[src/rtl/lc3_exec_wb.sv]
// lc3_exec_wb -- LC-3 execute/writeback stage for operate instructions.
//
// Sits directly downstream of the 8x16 register file. It accepts one decoded
// ADD/AND/NOT/PASSA instruction per handshake and latches both operands on
// the accept edge. It computes the result into a register and writes it back
// through the register-file write port. It also keeps the NZP condition codes
// and a count of retired instructions.
//
// Ports:
//   clk, rst          system clock; synchronous active-high reset
//   inValid/inReady   instruction handshake (accept on inValid & inReady)
//   aluk, dr, sr1,    decoded instruction fields
//   sr2, useImm, imm5
//   rdAddrA/rdAddrB   register-file read addresses (pass-through of sr1/sr2)
//   rdDataA/rdDataB   register-file asynchronous read data
//   writeEN, wrAddr,  register-file write port
//   wrData
//   nzp               condition codes {N,Z,P}
//   done              one-cycle pulse while a result is being written
//   retired           number of written-back instructions (wraps)
//
// state | meaning
// ------+------------------------------------------------------------
// IDLE  | ready for an instruction; operands latched on accept
// EXEC  | ALU result computed into the write-data register
// WB    | write port active; NZP and retired update on the closing edge

module lc3_exec_wb #(
    parameter int WIDTH = 16,
    parameter int CNTW  = 16
) (
    input  logic             clk,
    input  logic             rst,
    input  logic             inValid,
    output logic             inReady,
    input  logic [1:0]       aluk,
    input  logic [2:0]       dr,
    input  logic [2:0]       sr1,
    input  logic [2:0]       sr2,
    input  logic             useImm,
    input  logic [4:0]       imm5,
    output logic [2:0]       rdAddrA,
    output logic [2:0]       rdAddrB,
    input  logic [WIDTH-1:0] rdDataA,
    input  logic [WIDTH-1:0] rdDataB,
    output logic             writeEN,
    output logic [2:0]       wrAddr,
    output logic [WIDTH-1:0] wrData,
    output logic [2:0]       nzp,
    output logic             done,
    output logic [CNTW-1:0]  retired
);

    typedef enum logic [1:0] {
        IDLE = 2'd0,
        EXEC = 2'd1,
        WB   = 2'd2
    } state_t;

    localparam logic [1:0] OP_ADD   = 2'b00;
    localparam logic [1:0] OP_AND   = 2'b01;
    localparam logic [1:0] OP_NOT   = 2'b10;
    localparam logic [1:0] OP_PASSA = 2'b11;

    state_t           state;
    logic [WIDTH-1:0] op_a;
    logic [WIDTH-1:0] op_b;
    logic [1:0]       aluk_q;
    logic [2:0]       dr_q;
    logic             in_ready_q;
    logic             we_q;
    logic             done_q;
    logic [2:0]       wr_addr_q;
    logic [WIDTH-1:0] wr_data_q;
    logic [2:0]       nzp_q;
    logic [CNTW-1:0]  retired_q;

    logic [WIDTH-1:0] imm_sext;
    logic [WIDTH-1:0] op_b_sel;
    logic [WIDTH-1:0] alu_res;
    logic [2:0]       nzp_next;

    assign rdAddrA = sr1;
    assign rdAddrB = sr2;

    assign imm_sext = {{(WIDTH-5){imm5[4]}}, imm5};
    assign op_b_sel = useImm ? imm_sext : rdDataB;

    always_comb begin
        alu_res = '0;
        case (aluk_q)
            OP_ADD:   alu_res = op_a + op_b;
            OP_AND:   alu_res = op_a & op_b;
            OP_NOT:   alu_res = ~op_a;
            OP_PASSA: alu_res = op_a;
            default:  alu_res = op_a;
        endcase
    end

    // Condition codes are derived from the result being written, so exactly
    // one of N/Z/P is ever set.
    always_comb begin
        nzp_next = 3'b001;
        if (wr_data_q[WIDTH-1]) begin
            nzp_next = 3'b100;
        end else if (wr_data_q == '0) begin
            nzp_next = 3'b010;
        end
    end

    always_ff @(posedge clk) begin
        if (rst) begin
            state      <= IDLE;
            op_a       <= '0;
            op_b       <= '0;
            aluk_q     <= '0;
            dr_q       <= '0;
            in_ready_q <= 1'b1;
            we_q       <= 1'b0;
            done_q     <= 1'b0;
            wr_addr_q  <= '0;
            wr_data_q  <= '0;
            nzp_q      <= 3'b010;
            retired_q  <= '0;
        end else begin
            case (state)
                IDLE: begin
                    if (inValid) begin
                        op_a       <= rdDataA;
                        op_b       <= op_b_sel;
                        aluk_q     <= aluk;
                        dr_q       <= dr;
                        in_ready_q <= 1'b0;
                        state      <= EXEC;
                    end
                end
                EXEC: begin
                    // Write port outputs are loaded here so they are stable,
                    // register-driven values for the whole WB cycle.
                    wr_data_q <= alu_res;
                    wr_addr_q <= dr_q;
                    we_q      <= 1'b1;
                    done_q    <= 1'b1;
                    state     <= WB;
                end
                WB: begin
                    we_q       <= 1'b0;
                    done_q     <= 1'b0;
                    nzp_q      <= nzp_next;
                    retired_q  <= retired_q + {{(CNTW-1){1'b0}}, 1'b1};
                    in_ready_q <= 1'b1;
                    state      <= IDLE;
                end
                default: begin
                    we_q       <= 1'b0;
                    done_q     <= 1'b0;
                    in_ready_q <= 1'b1;
                    state      <= IDLE;
                end
            endcase
        end
    end

    // The register file samples writeEN on the same edge that applies reset.
    // Masking with rst keeps a write in WB from landing on that edge, so the
    // in-flight instruction is fully discarded.
    assign writeEN = we_q & ~rst;
    assign done    = done_q & ~rst;
    assign inReady = in_ready_q;
    assign wrAddr  = wr_addr_q;
    assign wrData  = wr_data_q;
    assign nzp     = nzp_q;
    assign retired = retired_q;

endmodule

[config.mk]
export PLATFORM = sky130hd
export DESIGN_NAME = lc3_exec_wb
export DESIGN_NICKNAME = d
export VERILOG_FILES = /design/src/rtl/lc3_exec_wb.sv
export SDC_FILE = /design/constraint.sdc
export NUM_CORES = 1
export LEC_CHECK = 0
export ABC_AREA = 1
export CAP_MARGIN = 10
export CORE_UTILIZATION = 50
export CTS_CLUSTER_SIZE = 20
export DETAILED_ROUTE_END_ITERATION = 6
export GPL_TIMING_DRIVEN = 0
export HOLD_SLACK_MARGIN = 0.02
export PLACE_DENSITY = 0.77
export SYNTH_ARGS = -nofsm -noshare
export SYNTH_HDL_FRONTEND = slang
export SYNTH_SLANG_ARGS = --single-unit
[constraint.sdc]
create_clock -name clk -period 2 [get_ports clk]
set_clock_uncertainty 0.1 [all_clocks]
set_input_delay 0.4 -clock clk [delete_from_list [all_inputs] [get_ports clk]]
set_output_delay 0.4 -clock clk [all_outputs]
set_load 0.05 [all_outputs]
==> summary.txt <==
post-cts hold buffer count - 0
ANT nets after route - 0
Wirelength per Cell - 15.0 um
Final GP Congestion - 0.923
largest net degree at the start of global routing - 16
post-synthesis sequential area ratio - 36.2%
fmax - 514 MHz
Chip Width - 95.5 um
Sw Ratio - 34.0%
Initial Utilization - 52.4%
cell taking the most area after synthesis - dfxtp_1
clock period minus worst slack - 1940 ps
synth top area cells - dfxtp_1 36%, nand2_1 12%, o21ai_0 9.0%
H-tree Lvls - 3
RSZ-0062 raised after global routing - false
Hold Crit Endpoint - done_q
share of cells above drive strength 1 - 8.31%
Vias - 4628
fillcell total - 785
final hold violations - 0
DPL Wire Length - 9920 um
clk sinks - 79
r2r endpoint - wrData[14]
TritonRoute pass-1 iters - 5
CTS clk-pin slew, worst paths - 90 ps
status - finished, final reports clean
die area - 9120 um2
CP Capture Type - output pin
first-pass GRT wire length - 20600 um
Buffers on Ports - 92
crit path kind - flip-flop to output pin
Final Max Slew Viols - 0
vias in the first global route - 4281
Max stage delay on crit path - 520 ps
endpoints failing setup - 0
Worst R2R Setup Slack - 110 ps
Leak - 0.00270 uW
initial antenna violation count - 0
Skew-Pair Late Insertion Delay - 370 ps
CORE AREA - 8340 um2
sequential power share - 44.7%
Comb pwr share - 23.2%
Buf/Inv on CP - 2
Clk pwr share - 32.1%
post-synth top area share - 36.2%
IO Pins - 99
yosys warns - 0
Final nets - 823
family with the most delay on the worst path - buffers and inverters
Layout area overhead - 27.8%
CTS tree - yes
CP cell instances - buf_4, dlygate4sd2_1
syn_nets - 720
Die Ht - 95.5 um
Max-Cap Viols - 0
Avg Cell Area, Syn - 6.72 um2
Via density - 5.36
Global Route Usage Sum - 29.9%
Reg2Reg Depth - 11
Commonest cells post-synth - 140 x nand2_1, 85 x nor2_1, 79 x dfxtp_1, 79 x o21ai_0, 74 x inv_1
# DRC - 0
Hold Startpoint - done_q
post-synthesis async set-or-reset flop share - 0%
Synth Cell Area - 4370 um2
Setup TNS Final - 0 ps
drt total wl - 13000 um
period utilisation layout - 97.2%
# rows - 33
reg2reg start - op_a[0]
Rel. slew slack - 58.8%
Top FF cell, synth - dfxtp_1
GR Overflow Total - 0
CP required - 1500 ps
Critical Path Source Type - flip-flop
#FFs+latches synth - 79
EDFF count, synth - 0
Syn Inst Count - 650
Worst Max-Slew Pin Slew - 616 ps
Hold/Removal Path Class - flip-flop to flip-flop
n_diodes - 0
Unique masters post-synth - 35
CTS Buf Count - 9
hold depth - 2
PwrDens - 706 nW/um2
Switch Pwr - 1340 uW
slowest stage cell, crit path - dlygate4sd2_1
Cell Int Power - 2600 uW
hold_ws - 387 ps
Root Buffer - clkbuf_8
clock buffer depth - 2
Post-Layout Inst Area - 5590 um2
CP max FO - 4
CP arrival - 1440 ps
most numerous cell in the Yosys netlist - nand2_1
initial drt markers - 282
placed cell areas - 5420 um2
maximum VDD drop - 0.393 mV
==> flip-flops by register name, summed over array words and instances (netlist names) <==
| signal | count |
|---|---|
| op_a | 16 |
| op_b | 16 |
| retired | 16 |
| wrData | 16 |
| dr_q | 3 |
| nzp | 3 |
| wrAddr | 3 |
| aluk_q | 2 |
| state | 2 |
| done_q | 1 |
| inReady | 1 |
==> placed cells by master (no fill, tap or decap), drive strengths merged, types with 7 or more instances in the layout <==
cell type / Yosys / final
nand2: 143 / 143
nor2: 88 / 88
inv: 76 / 80
o21ai: 79 / 79
dfxtp: 79 / 79
a21oi: 59 / 59
clkdlybuf4s50: 0 / 50
dlygate4sd2: 0 / 39
clkbuf: 15 / 25
nand3: 22 / 22
buf: 20 / 21
ha: 17 / 17
a211oi: 12 / 12
nor3: 7 / 7
==> worst min-delay path: stages, from the launching register on <==
cell and delay, ps:
dfxtp_1 310, inv_1 80, a21oi_1 70
==> area by class of cell <==
class	count	area (um2)	share of cell area (%)
Multi-Input combinational cell	460	2330	41.8
Inverter	76	285	5.11
Timing Repair Buffer	92	865	15.5
Buffer	35	189	3.38
Clock buffer	9	124	2.22
Tap cell	105	131	2.35
Sequential cell	79	1580	28.3
Clock inverter	7	77.6	1.39
==> metrics by stage <==
step / std cells / util (%) / setup WS [ps] / total power [uW]
after floorplan: 650 / - / 93.6 / 2370
after global placement: 847 / 65.0 / -829 / 2710
after detailed placement: 847 / 65.0 / -838 / 2720
after CTS: 863 / 66.9 / -47.9 / 3940
after global routing: 863 / 67.0 / 2.25 / 4130
final: 863 / 67.0 / 56.3 / 3940
==> power groups by stage <==
stage          clock [uW]  sequential, uW  combinational, uW
6_report             1270            1760                916
5_1_grt              1350            1770               1000
4_1_cts              1280            1760                908
3_5_place_dp            0            1790                927
3_3_place_gp            0            1790                914
2_1_floorplan           0            1890                490
==> per-layer routing <==
| metal | global-route usage [%] | up-vias | part of all wire (%) |
|---|---|---|---|
| met5 | 0 | - | 0 |
| met4 | 11.6 | 0 | 2.0 |
| met3 | 3.43 | 21 | 6.9 |
| met2 | 49.1 | 170 | 46 |
| met1 | 39.9 | 2112 | 45 |
| li1 | - | 2325 | - |
==> logic make-up (layout without fill, tap and decap cells) <==
group                    count (synthesis)  after routing  synth area share (%)
AO/OA/AOI/OAI                          160            160                  19.6
XOR/XNOR                                 7              7                  1.40
adder cells (fa/ha/maj)                 18             18                  5.33
buffers and inverters                  111            219                  10.8
flip-flops                              79             79                  36.2
AND/OR/NAND/NOR                        275            275                  26.7
==> worst max path at each step <==
stage / startpoint / depth (start not counted) / slack [ps] / to
finish: wrData[15] / 2 / 60 / wrData[15]
global route: op_a[2] / 9 / 2 / wrData[11]
CTS: rst / 5 / -50 / writeEN
detailed placement: rst / 5 / -840 / writeEN
global placement: rst / 5 / -830 / writeEN
floorplan: retired[0] / 10 / 90 / retired[14]
==> repair_timing <==
action / 4_1_cts / 5_1_grt
endpoints found under the setup margin: 43 / 5
resized for setup: 50 / 9
gates cloned: 0 / 0
setup buffers: 0 / 0
(Power assumes the default switching activity.)
